===== config.mk =====
export PLATFORM = sky130hd
export DESIGN_NAME = dco_period_gen
export DESIGN_NICKNAME = d
export VERILOG_FILES = /design/src/rtl/dco_period_gen.sv
export SDC_FILE = /design/constraint.sdc
export NUM_CORES = 1
export LEC_CHECK = 0
export ABC_AREA = 1
export CORE_MARGIN = 5
export CORE_UTILIZATION = 59
export CTS_BUF_LIST = sky130_fd_sc_hd__clkbuf_16
export CTS_CLUSTER_DIAMETER = 100
export DETAILED_ROUTE_END_ITERATION = 8
export PLACE_DENSITY = 0.79
export SLEW_MARGIN = 10
export SYNTH_ARGS = -nofsm -noshare
export SYNTH_HDL_FRONTEND = slang
export SYNTH_SLANG_ARGS = --single-unit

===== constraint.sdc =====
create_clock -name Clock -period 8.3 [get_ports Clock]
set_input_delay 2.49 -clock Clock [delete_from_list [all_inputs] [get_ports Clock]]
set_output_delay 2.49 -clock Clock [all_outputs]
set_load 0.02 [all_outputs]

===== src/rtl/dco_period_gen.sv =====
// dco_period_gen: digitally-controlled oscillator with dithered LOW-phase correction
//
// Ports:
//   Clock, nReset   rising-edge clock, asynchronous active-low reset
//   enable          run request; deasserting parks in IDLE once the current period ends
//   timeout         loop-lost pulse; clears correction state and restarts the period
//   period_int      base phase length P (each phase nominally P+1 cycles)
//   corr_valid/corr_ready  handshake for a signed integer+fractional LOW correction
//   corr_sign       0 lengthens LOW, 1 shortens LOW
//   corr_mag        integer correction magnitude
//   corr_frac       fractional correction magnitude (dithered via accumulator)
//   f_out           square-wave output, decoded from state only
//   period_done     one-cycle pulse on the last LOW cycle of each period
module dco_period_gen #(
  parameter int W    = 8,
  parameter int FRAC = 4
) (
  input  logic            Clock,
  input  logic            nReset,
  input  logic            enable,
  input  logic            timeout,
  input  logic [W-1:0]    period_int,
  input  logic            corr_valid,
  output logic            corr_ready,
  input  logic            corr_sign,
  input  logic [W-1:0]    corr_mag,
  input  logic [FRAC-1:0] corr_frac,
  output logic            f_out,
  output logic            period_done
);
  localparam int CW = 1 + W + FRAC;
  typedef enum logic [1:0] {IDLE, HIGH, LOW} state_t;
  state_t          state_q, state_d;
  logic [W+1:0]    cnt_q, cnt_d;
  logic [W+1:0]    low_len_q, low_len_d;
  logic [W-1:0]    p_q, p_d;
  logic [FRAC-1:0] acc_q, acc_d;
  logic [CW-1:0]   act_q, act_d;
  logic [CW-1:0]   pcorr_q, pcorr_d;
  logic            pend_q, pend_d;
  logic            done_q, done_d;
  logic            hs, carry, hi_end, lo_end;
  logic [CW-1:0]   eff;
  logic [FRAC-1:0] acc_sum;
  logic [W+2:0]    base, delta, len_s;
  logic [W+1:0]    len_clamped;
  always_comb begin
    hs = corr_valid && !pend_q;
    // A pending correction is promoted at HIGH->LOW, so that transition already uses it
    eff = pend_q ? pcorr_q : act_q;
    {carry, acc_sum} = {1'b0, acc_q} + {1'b0, eff[FRAC-1:0]};
    base = {3'b000, p_q} + (W+3)'(1);
    delta = {3'b000, eff[W+FRAC-1:FRAC]} + (W+3)'(carry);
    len_s = eff[W+FRAC] ? base - delta : base + delta;
    // Non-positive results (sign bit set or zero) clamp to a single LOW cycle
    len_clamped = (len_s[W+2] || len_s == '0) ? (W+2)'(1) : len_s[W+1:0];
    hi_end = state_q == HIGH && cnt_q == {2'b00, p_q};
    lo_end = state_q == LOW && cnt_q + (W+2)'(1) == low_len_q;
    state_d = state_q;
    cnt_d = cnt_q + (W+2)'(1);
    p_d = p_q;
    low_len_d = low_len_q;
    acc_d = acc_q;
    act_d = act_q;
    pend_d = pend_q;
    pcorr_d = pcorr_q;
    if (timeout) begin
      state_d = enable ? HIGH : IDLE;
      cnt_d = '0;
      p_d = enable ? period_int : p_q;
      acc_d = '0;
      act_d = '0;
      pend_d = 1'b0;
      pcorr_d = '0;
    end else begin
      if (state_q == IDLE && enable) begin
        state_d = HIGH;
        cnt_d = '0;
        p_d = period_int;
      end
      if (hi_end) begin
        state_d = LOW;
        cnt_d = '0;
        low_len_d = len_clamped;
        acc_d = acc_sum;
        act_d = eff;
        pend_d = 1'b0;
      end
      if (lo_end) begin
        state_d = enable ? HIGH : IDLE;
        cnt_d = '0;
        p_d = enable ? period_int : p_q;
      end
      // hs implies no pending entry, so it never collides with the promotion above
      if (hs) begin
        pend_d = 1'b1;
        pcorr_d = {corr_sign, corr_mag, corr_frac};
      end
    end
    // Registered pulse: raise it when the next cycle is the final LOW cycle
    done_d = state_d == LOW && cnt_d + (W+2)'(1) == low_len_d;
  end
  always_ff @(posedge Clock or negedge nReset) begin
    if (!nReset) begin
      state_q <= IDLE;
      cnt_q <= '0;
      low_len_q <= '0;
      p_q <= '0;
      acc_q <= '0;
      act_q <= '0;
      pcorr_q <= '0;
      pend_q <= 1'b0;
      done_q <= 1'b0;
    end else begin
      state_q <= state_d;
      cnt_q <= cnt_d;
      low_len_q <= low_len_d;
      p_q <= p_d;
      acc_q <= acc_d;
      act_q <= act_d;
      pcorr_q <= pcorr_d;
      pend_q <= pend_d;
      done_q <= done_d;
    end
  end
  assign f_out = state_q == HIGH;
  assign period_done = done_q;
  assign corr_ready = !pend_q;
endmodule


[After elaboration in Yosys (flattened, before gate mapping)]
Cells that the tools add are included.
Cells by class
  $add $sub $neg: 7
  equal/unequal tests: 6
  muxes and demuxes: 27
  reductions and logical operators: 13
Operators with widths (count)
  10-bit 2-to-1 mux: 7
  13-bit 2-to-1 mux: 5
  8-bit 2-to-1 mux: 4
  10-bit by 1-bit adder with 10-bit output (second input constant): 2
  10-bit == test: 2
  11-bit logical NOT: 1
  11-bit 2-to-1 mux: 1
  9-bit by 9-bit adder with 10-bit output: 1
  10-bit by 8-bit == test with 1-bit output: 1
  9-bit by 9-bit subtractor with 10-bit output: 1
  8-bit by 1-bit adder with 9-bit output: 1
  8-bit by 1-bit adder with 9-bit output (second input constant): 1
  2-bit 2-to-1 mux: 4
  4-bit 2-to-1 mux: 2
  3-bit nonzero test: 2
  4-bit by 4-bit adder with 5-bit output: 1
  1-bit logical AND: 5
  2-bit == test (second input constant): 2
  1-bit 2-to-1 mux: 4
  2-bit nonzero test: 2
  2-bit by 1-bit == test with 1-bit output (second input constant): 1
  2-bit logical NOT: 1
  1-bit logical NOT: 1
  1-bit logical OR: 1
Storage, ports and cells
  register bits: 62
  input port bits: 26
  logic and storage cells: 62

[Depth between registers and ports, before layout]
Gate-level depths: netlist (run 1).
  depth after elaboration: 12
  depth in mapped cells: 37
  gate-level depth less buffers: 34

[Least setup slack after synthesis (run 1)]
OpenSTA, ideal clock, no wires.
  path kind: reg-to-reg
  start point: register pend_q
  end point: register done_q (netlist: period_done)
  data arrival time: 4614 ps
  slack: 3617 ps
  cell stages (with the launch flop): 37
  buffers on the path: 3
  period minus slack after synthesis: 4683 ps
  cell sequence: dfrtp_1 -> buf_4 -> clkbuf_1 -> clkbuf_1 -> nand2_1 -> o21ai_0 -> ha_1 -> fa_1 -> a21oi_1 -> o21bai_1 -> ha_1 -> nand2_1 -> nor2_1 -> or3b_2 -> xor2_1 -> inv_1 -> ha_1 -> inv_1 -> nand2_1 -> nand2_1 -> a21oi_1 -> nand2_1 -> nand2_1 -> nand2_1 -> nand2_1 -> nand2_1 -> nor2_1 -> nand4_1 -> nand3_1 -> nand2_1 -> nand3_1 -> nand2_1 -> inv_1 -> nand2_1 -> nor2_1 -> nand2_1 -> nor2_2
On the way
  cells in the longest elaborated chain, start to end: 12
  elaborated cells between the ends (all ways): 13
RTL lines
  start: declaration: RTL line 40  | logic pend_q, pend_d;
  start signal: assignment: RTL line 122  | pend_q <= pend_d;
  13-bit 2-to-1 mux (*): RTL line 50  | eff = pend_q ? pcorr_q : act_q;
  4-bit by 4-bit adder with 5-bit output: RTL line 51  | {carry, acc_sum} = {1'b0, acc_q} + {1'b0, eff[FRAC-1:0]};
  8-bit by 1-bit adder with 9-bit output: RTL line 53  | delta = {3'b000, eff[W+FRAC-1:FRAC]} + (W+3)'(carry);
  9-bit by 9-bit adder with 10-bit output or 9-bit by 9-bit subtractor with 10-bit output (tied branches): RTL line 54  | len_s = eff[W+FRAC] ? base - delta : base + delta;
  11-bit 2-to-1 mux (*): RTL line 54
  11-bit logical NOT: RTL line 56  | len_clamped = (len_s[W+2] || len_s == '0) ? (W+2)'(1) : len_s[W+1:0];
  1-bit logical OR: RTL line 56
  10-bit 2-to-1 mux (*): RTL line 56
  10-bit 2-to-1 mux (*): RTL line 81  | if (hi_end) begin
  10-bit 2-to-1 mux (*): RTL line 67  | if (timeout) begin
  named net low_len_d[5]: RTL line 35  | logic [W+1:0] low_len_q, low_len_d;
  10-bit == test (*): RTL line 101  | done_d = state_d == LOW && cnt_d + (W+2)'(1) == low_len_d;
  1-bit logical AND (*): RTL line 101
  named net done_d: RTL line 41  | logic done_q, done_d;
  end signal: assignment: RTL line 123  | done_q <= done_d;
  end: declaration: RTL line 41
The timed path passes the listed nets; every way through them passes the cells marked *.
A chain may end at the register's enable or synchronous reset.

[Worst setup path in the final report (run 1)]
  start point: input enable
  end point: register done_q (netlist: period_done)
On the way
  cells in the longest elaborated chain, start to end: 8
  elaborated cells between the ends (all ways): 14
RTL lines
  start: declaration: RTL line 20  | input logic enable,
  1-bit logical AND: RTL line 76  | if (state_q == IDLE && enable) begin
  10-bit 2-to-1 mux: RTL line 76
  10-bit 2-to-1 mux: RTL line 81
  10-bit 2-to-1 mux: RTL line 89  | if (lo_end) begin
  10-bit 2-to-1 mux: RTL line 67
  named net cnt_d[0]: RTL line 34  | logic [W+1:0] cnt_q, cnt_d;
  10-bit by 1-bit adder with 10-bit output: RTL line 101
  10-bit == test: RTL line 101
  1-bit logical AND: RTL line 101
  named net done_d: RTL line 41
The timed path passes the listed nets, and every way through them passes these cells.

==> flow_metrics.env, run 1 <==
export IMPL_drt_iter0_markers=401
export IMPL_viasPerCell=5.58
export IMPL_first_global_vias=4874
export IMPL_post_cts_buffers=0
export IMPL_tritoncts="built"
export IMPL_dieArea_sq_um=10900
export IMPL_post_route_min_period_ns=5.92
export IMPL_gp_congestion=0.933
export IMPL_powerDensity_nw_per_um2=190
export IMPL_vdd_drop_max_mv=0.107
export IMPL_hold_viol=0
export IMPL_maxCapViolCount=0
export IMPL_grt_antenna_before_repair=0
export IMPL_final_core_util_pct=67.7
export IMPL_dp_hpwl_mm=10.6
export IMPL_grt_overflow=0
export IMPL_clk_pin_slew_ns=0.06
export IMPL_grt_usage_pct=25.9
export IMPL_worstPathRequired_ns=8.57
export IMPL_cp_end_kind="flop"
export IMPL_crit_fanout=17
export IMPL_finClkSkew_ns=0.00520
export IMPL_synth_nets=847
export IMPL_synth_seq_area_share_pct=29.6
export IMPL_reg2reg_slack_ns=2.64
export IMPL_clock_root_buffer="clkbuf_16"
export IMPL_nNetsFinal=869
export IMPL_fp_dieH_um=104
export IMPL_status="finished, final reports clean"
export IMPL_worstHoldPathType="reg2reg"
export IMPL_start_kind="primary input"
export IMPL_pin_count=29
export IMPL_die_x_um=104
export IMPL_start_util_pct=60.5
export IMPL_area_delta_synth_final_pct=12.1
export IMPL_cts_max_level=3
export IMPL_setup_viol=0
export IMPL_cts_made_buffers=9
export IMPL_synth_cell_types=43
export IMPL_n_fill_cell=767
export IMPL_design_core_area_sq_um=8680
export IMPL_drive_above_1_share_pct=6.60
export IMPL_leakage_nw=3.04
export IMPL_drc=0
export IMPL_cts_resized_gates=0
export IMPL_max_slew_margin_rel_pct=28.4
export IMPL_max_slew_worst_pin_slew_ns=1.07
export IMPL_synth_cells=791
export IMPL_syn_area_sq_um=5250
export IMPL_wl_per_cell_um=15.1
export IMPL_critPathArrivalTime_ns=6.19
export IMPL_path_class="in2reg"
export IMPL_std_cell_rows=34
export IMPL_hold_buffers=0
export IMPL_fmaxAchievable_ghz=0.169
export IMPL_maxSlewViolCount=0
export IMPL_rsz0062_at_grt="no"
export IMPL_antenna_left=0
export IMPL_clk_latency_ns=0.33
export IMPL_grt_max_degree=63
export IMPL_vias=5169
export IMPL_grt_pass1_wl_mm=23.3
export IMPL_diodes=0
export IMPL_ys_warn_count=0
export IMPL_period_share_pct=71.3
export IMPL_synth_avg_cell_area_sq_um=6.63
export IMPL_finalSetupTns_ns=0
export IMPL_drtPass1Iterations=5
export IMPL_cts_sinks=62
export IMPL_routed_wl_mm=14.0
export IMPL_cts_buffer_depth=2
export IMPL_synth_seq_cells=62
export IMPL_port_buffers=28
[routing by layer]
metal  vias up  global-route usage (%)  share of wire, %
met3        24                    4.10               6.2
met2       175                    42.1                47
met4         0                    5.37               1.5
li1       2572                       -                 -
met1      2398                    36.4                45
met5         -                       0                 0
[through the flow]
stage	total power, mW	setup WS, ns	hold WS, ns	instance area [sq um]	instances
final	1.12	2.38	0.487	5880	926
after global placement	0.707	2.39	0.465	5570	910
after global routing	1.18	2.14	0.513	5880	926
after detailed placement	0.718	2.18	0.477	5570	910
after CTS	1.11	2.51	0.491	5880	926
after floorplan	0.620	3.62	0.448	5250	791
[area by class of cell]
class	count	area [sq um]	area share, %
tap	108	135	2.30
multi-input combinational	579	3100	52.8
sequential	62	1550	26.4
timing repair buffer	30	290	4.94
inverter	131	492	8.36
clock inverter	7	81.3	1.38
clock buffer	9	225	3.83
[sequential cells by signal (all words and copies together), names as in the netlist]
name	count
pend_q	1
act_q	13
low_len_q	10
state_q	2
acc_q	4
cnt_q	10
period_done	1
p_q	8
pcorr_q	13
[cell families (layout without fill, tap and decap cells)]
logic type                 count (synthesis)  after routing  synth area share (%)
and+or+nand+nor                          431            431                  37.4
xor gates and xnor gates                  22             22                  3.67
buffers and inverters                    150            177                  11.3
AOI/OAI and AO/OA                         96             96                  10.5
DFF                                       62             62                  29.6
adders and majority gates                 30             30                  7.58
[where the power goes]
group	switching [mW]	internal (mW)	total (mW)
clock network	0.155	0.237	0.391
logic	0.241	0.127	0.368
registers	0.0293	0.327	0.356
[cell usage in the layout (no fill, tap or decap), types with 3 or more instances in the layout]
cell type and instances:
nand2_1 227, inv_1 126, nand3_1 87, dfrtp_1 62
nor2_1 57, o21ai_0 49, ha_1 27, clkdlybuf4s50_1 27
a21oi_1 18, o211ai_1 15, xor2_1 14, nand4_1 11
nor2_2 9, clkbuf_16 9, nand3b_1 8, xnor2_1 8
nand2_2 6, o21bai_1 6, nor3_1 6, nand3_2 4
inv_2 3, nor2_4 3, o21ai_1 3, fa_1 3
inv_6 3
[Yosys cell counts (all sizes together)]
cell type,number,area (sq um)
buf,11,68.8
fa,3,60.1
a21oi,19,98.9
clkbuf,8,30.0
nand2,235,912
xor2,14,123
nand3b,9,80.1
dfrtp,62,1550
o211ai,15,113
inv,129,484
o21bai,6,45.0
clkinv,2,7.51
nand4,12,81.3
a22o,2,17.5
o21ai,52,260
nor3b,1,7.51
or3b,1,8.76
nor4,1,6.26
nand2b,1,6.26
nor2,69,304
o311ai,1,8.76
nor3,7,46.3
and2,1,6.26
ha,27,338
nand3,92,493
o22ai,1,6.26
or2,2,12.5
xnor2,8,70.1
[worst max-delay path: stages]
cell and delay [ns]:
clkdlybuf4s50_1 0.48, clkinv_1 0.33, nor3_1 0.93, inv_1 0.33, nand3_4 0.26, nor2_1 0.10, nand2_1 0.16, inv_1 0.08
ha_1 0.23, nand3_1 0.12, nor2_2 0.07, nand2_1 0.05, nand2_1 0.07, nand3_1 0.09, nand3_1 0.10, nor2_1 0.14
nand2_1 0.08, nor2_2 0.07
[worst paths after layout]
path	start	endpoint	depth (start not counted)
setup reg to reg	pend_q	period_done	32
max in group asynchronous	nReset	cnt_q[0]	2
hold reg to reg	act_q[8]	act_q[8]	2
setup / recovery	enable	period_done	18
min in group asynchronous	nReset	act_q[11]	2
hold / removal	act_q[8]	act_q[8]	2
(Power assumes the default switching activity.)
==> run 2: changes to the inputs <==
--- a/config.mk
+++ b/config.mk
@@ -7,11 +7,11 @@
 export LEC_CHECK = 0
 export ABC_AREA = 1
 export CORE_MARGIN = 5
-export CORE_UTILIZATION = 59
+export CORE_UTILIZATION = 55
 export CTS_BUF_LIST = sky130_fd_sc_hd__clkbuf_16
 export CTS_CLUSTER_DIAMETER = 100
 export DETAILED_ROUTE_END_ITERATION = 8
-export PLACE_DENSITY = 0.79
+export PLACE_DENSITY = 0.77
 export SLEW_MARGIN = 10
 export SYNTH_ARGS = -nofsm -noshare
 export SYNTH_HDL_FRONTEND = slang
==> constraint.sdc (replaced) <==
create_clock -name Clock -period 5.2 [get_ports Clock]
set_input_delay 1.56 -clock Clock [delete_from_list [all_inputs] [get_ports Clock]]
set_output_delay 1.56 -clock Clock [all_outputs]
set_load 0.02 [all_outputs]
==> run 2 against run 1 <==
  * Non-clock buffer count increased by 7
  * Final area grew 2.3%
  * Global-route usage up 0.058 points
  * Utilization is 3.0 points lower
  * Largest cell class unchanged
  * Largest power group unchanged
  * Highest routed layer unchanged
==> flow_metrics.env, run 2 (same netlist as run 1, synthesis figures left out) <==
export IMPL_cp_end_kind="flop"
export IMPL_drc=0
export IMPL_hold_viol=0
export IMPL_start_util_pct=56.5
export IMPL_crit_fanout=7
export IMPL_routed_wl_mm=14.1
export IMPL_max_slew_worst_pin_slew_ns=0.982
export IMPL_dieArea_sq_um=11600
export IMPL_drive_above_1_share_pct=8.85
export IMPL_clk_pin_slew_ns=0.06
export IMPL_nNetsFinal=876
export IMPL_clock_root_buffer="clkbuf_16"
export IMPL_path_class="reg2reg"
export IMPL_fmaxAchievable_ghz=0.211
export IMPL_post_route_min_period_ns=4.74
export IMPL_wl_per_cell_um=14.8
export IMPL_cts_buffer_depth=2
export IMPL_max_stage_delay_ns=0.48
export IMPL_antenna_left=0
export IMPL_tritoncts="built"
export IMPL_rsz0062_at_grt="no"
export IMPL_postPlaceCellArea_sq_um=5630
export IMPL_start_kind="flop"
export IMPL_worstPathRequired_ns=5.47
export IMPL_placedCellCount=935
export IMPL_first_global_vias=5264
export IMPL_vdd_drop_max_mv=0.153
export IMPL_finalInstanceArea_sq_um=6010
export IMPL_design_core_area_sq_um=9280
export IMPL_period_share_pct=91.1
export IMPL_holdPathStages=2
export IMPL_cts_max_level=3
export IMPL_n_fill_cell=846
export IMPL_grt_pass1_wl_mm=24.2
export IMPL_viasPerCell=5.45
export IMPL_hold_buffers=0
export IMPL_powerDensity_nw_per_um2=297
export IMPL_min_to="act_q[6]"
export IMPL_final_core_util_pct=64.8
export IMPL_area_delta_synth_final_pct=14.6
export IMPL_grt_max_degree=37
export IMPL_grt_usage_pct=25.9
export IMPL_max_slew_margin_rel_pct=34.1
export IMPL_reg2reg_slack_ns=0.46
export IMPL_drtPass1Iterations=5
export IMPL_power_mw=1.79
export IMPL_leakage_nw=3.07
export IMPL_clk_latency_ns=0.33
export IMPL_gp_congestion=0.951
export IMPL_maxCapViolCount=0
export IMPL_port_buffers=28
export IMPL_regArea_sq_um=1550
export IMPL_grt_overflow=0
export IMPL_drt_iter0_markers=406
export IMPL_finalNonFillerCells=954
export IMPL_critPathArrivalTime_ns=5.01
export IMPL_worstHoldPathType="reg2reg"
export IMPL_r2r_start="pend_q"
export IMPL_worstReg2RegEnd="period_done"
export IMPL_r2r_cells=31
export IMPL_multi_input_area_sq_um=3160
export IMPL_maxSlewViolCount=0
export IMPL_std_cell_rows=35
export IMPL_cp_common_cell="nand2_1"
export IMPL_largestRegisters="act_q (13), pcorr_q (13)"
export IMPL_status="finished, final reports clean"
export IMPL_finalSetupTns_ns=0
export IMPL_cts_made_buffers=9
export IMPL_cts_sinks=62
export IMPL_final_common_cell="nand2_1"
export IMPL_fp_dieH_um=108
export IMPL_vias=5198
export IMPL_dp_hpwl_mm=10.8
export IMPL_layout_common_cells="nand2_1 (227), inv_1 (125), nand3_1 (86), dfrtp_1 (61), nor2_1 (55)"
export IMPL_finClkSkew_ns=0.00547
export IMPL_holdCritStartpoint="act_q[6]"
export IMPL_grt_antenna_before_repair=0
export IMPL_setup_viol=0
export IMPL_cp_slowest_cell="or3b_2"
export IMPL_die_x_um=108
export IMPL_pin_count=29
export IMPL_diodes=0
==> run 2: changes by cell type in the layout (fill, tap and decap cells not counted), sizes merged <==
cell	before	now
buf	3	10
clkinv	4	5
inv	132	131
==> run 2: worst max path at each step <==
stage                  end  startpoint  slack (ns)  cells after the start
2_1_floorplan  period_done      pend_q        0.52                     36
3_3_place_gp   period_done      pend_q        0.51                     32
3_5_place_dp   period_done      pend_q        0.22                     30
4_1_cts        period_done      pend_q        0.15                     30
5_1_grt        period_done      pend_q       0.007                     34
6_report       period_done      pend_q        0.46                     31
==> run 2: power by group <==
| part | switching [mW] | internal [mW] |
|---|---|---|
| Combinational | 0.386 | 0.212 |
| Clock | 0.248 | 0.377 |
| Sequential | 0.0435 | 0.522 |
==> run 2: metrics by stage <==
step,hold WS (ns),setup slack (ns)
2_1_floorplan,0.448,0.517
3_3_place_gp,0.464,0.508
3_5_place_dp,0.468,0.216
4_1_cts,0.482,0.152
5_1_grt,0.518,0.00665
6_report,0.496,0.461
==> run 2: worst max-delay path, delay by kind of cell, from the launching register on <==
kind | cells | cell delay, ns
AND/OR/NAND/NOR | 21 | 2.48
adder cells (fa/ha/maj) | 4 | 0.95
AO/OA/AOI/OAI | 3 | 0.49
flip-flops | 1 | 0.46
XOR/XNOR | 1 | 0.16
buffers and inverters | 2 | 0.15
==> run 2: what timing repair did <==
| item | CTS | global route |
|---|---|---|
| endpoints found under the setup margin | 0 | 1 |
| buffers inserted | 0 | 3 |
| resized for setup | 0 | 17 |
==> run 2: per-layer routing <==
metal | wire length [um] | part of all wire [%] | GRT usage (%) | vias to the layer above
li1 | - | - | - | 2586
met3 | 803 | 5.7 | 4.92 | 35
met2 | 6540 | 46 | 42.0 | 174
met4 | 334 | 2.4 | 9.02 | 0
met1 | 6410 | 46 | 34.7 | 2403
met5 | 0 | 0 | 0 | -
==> run 2: layout make-up <==
cell class                 count  area share (%)
tap                          129            2.68
timing repair buffer          37            5.76
inverter                     131            8.18
multi-input combinational    579            52.5
clock buffer                   9            3.74
clock inverter                 7            1.35
sequential                    62            25.8
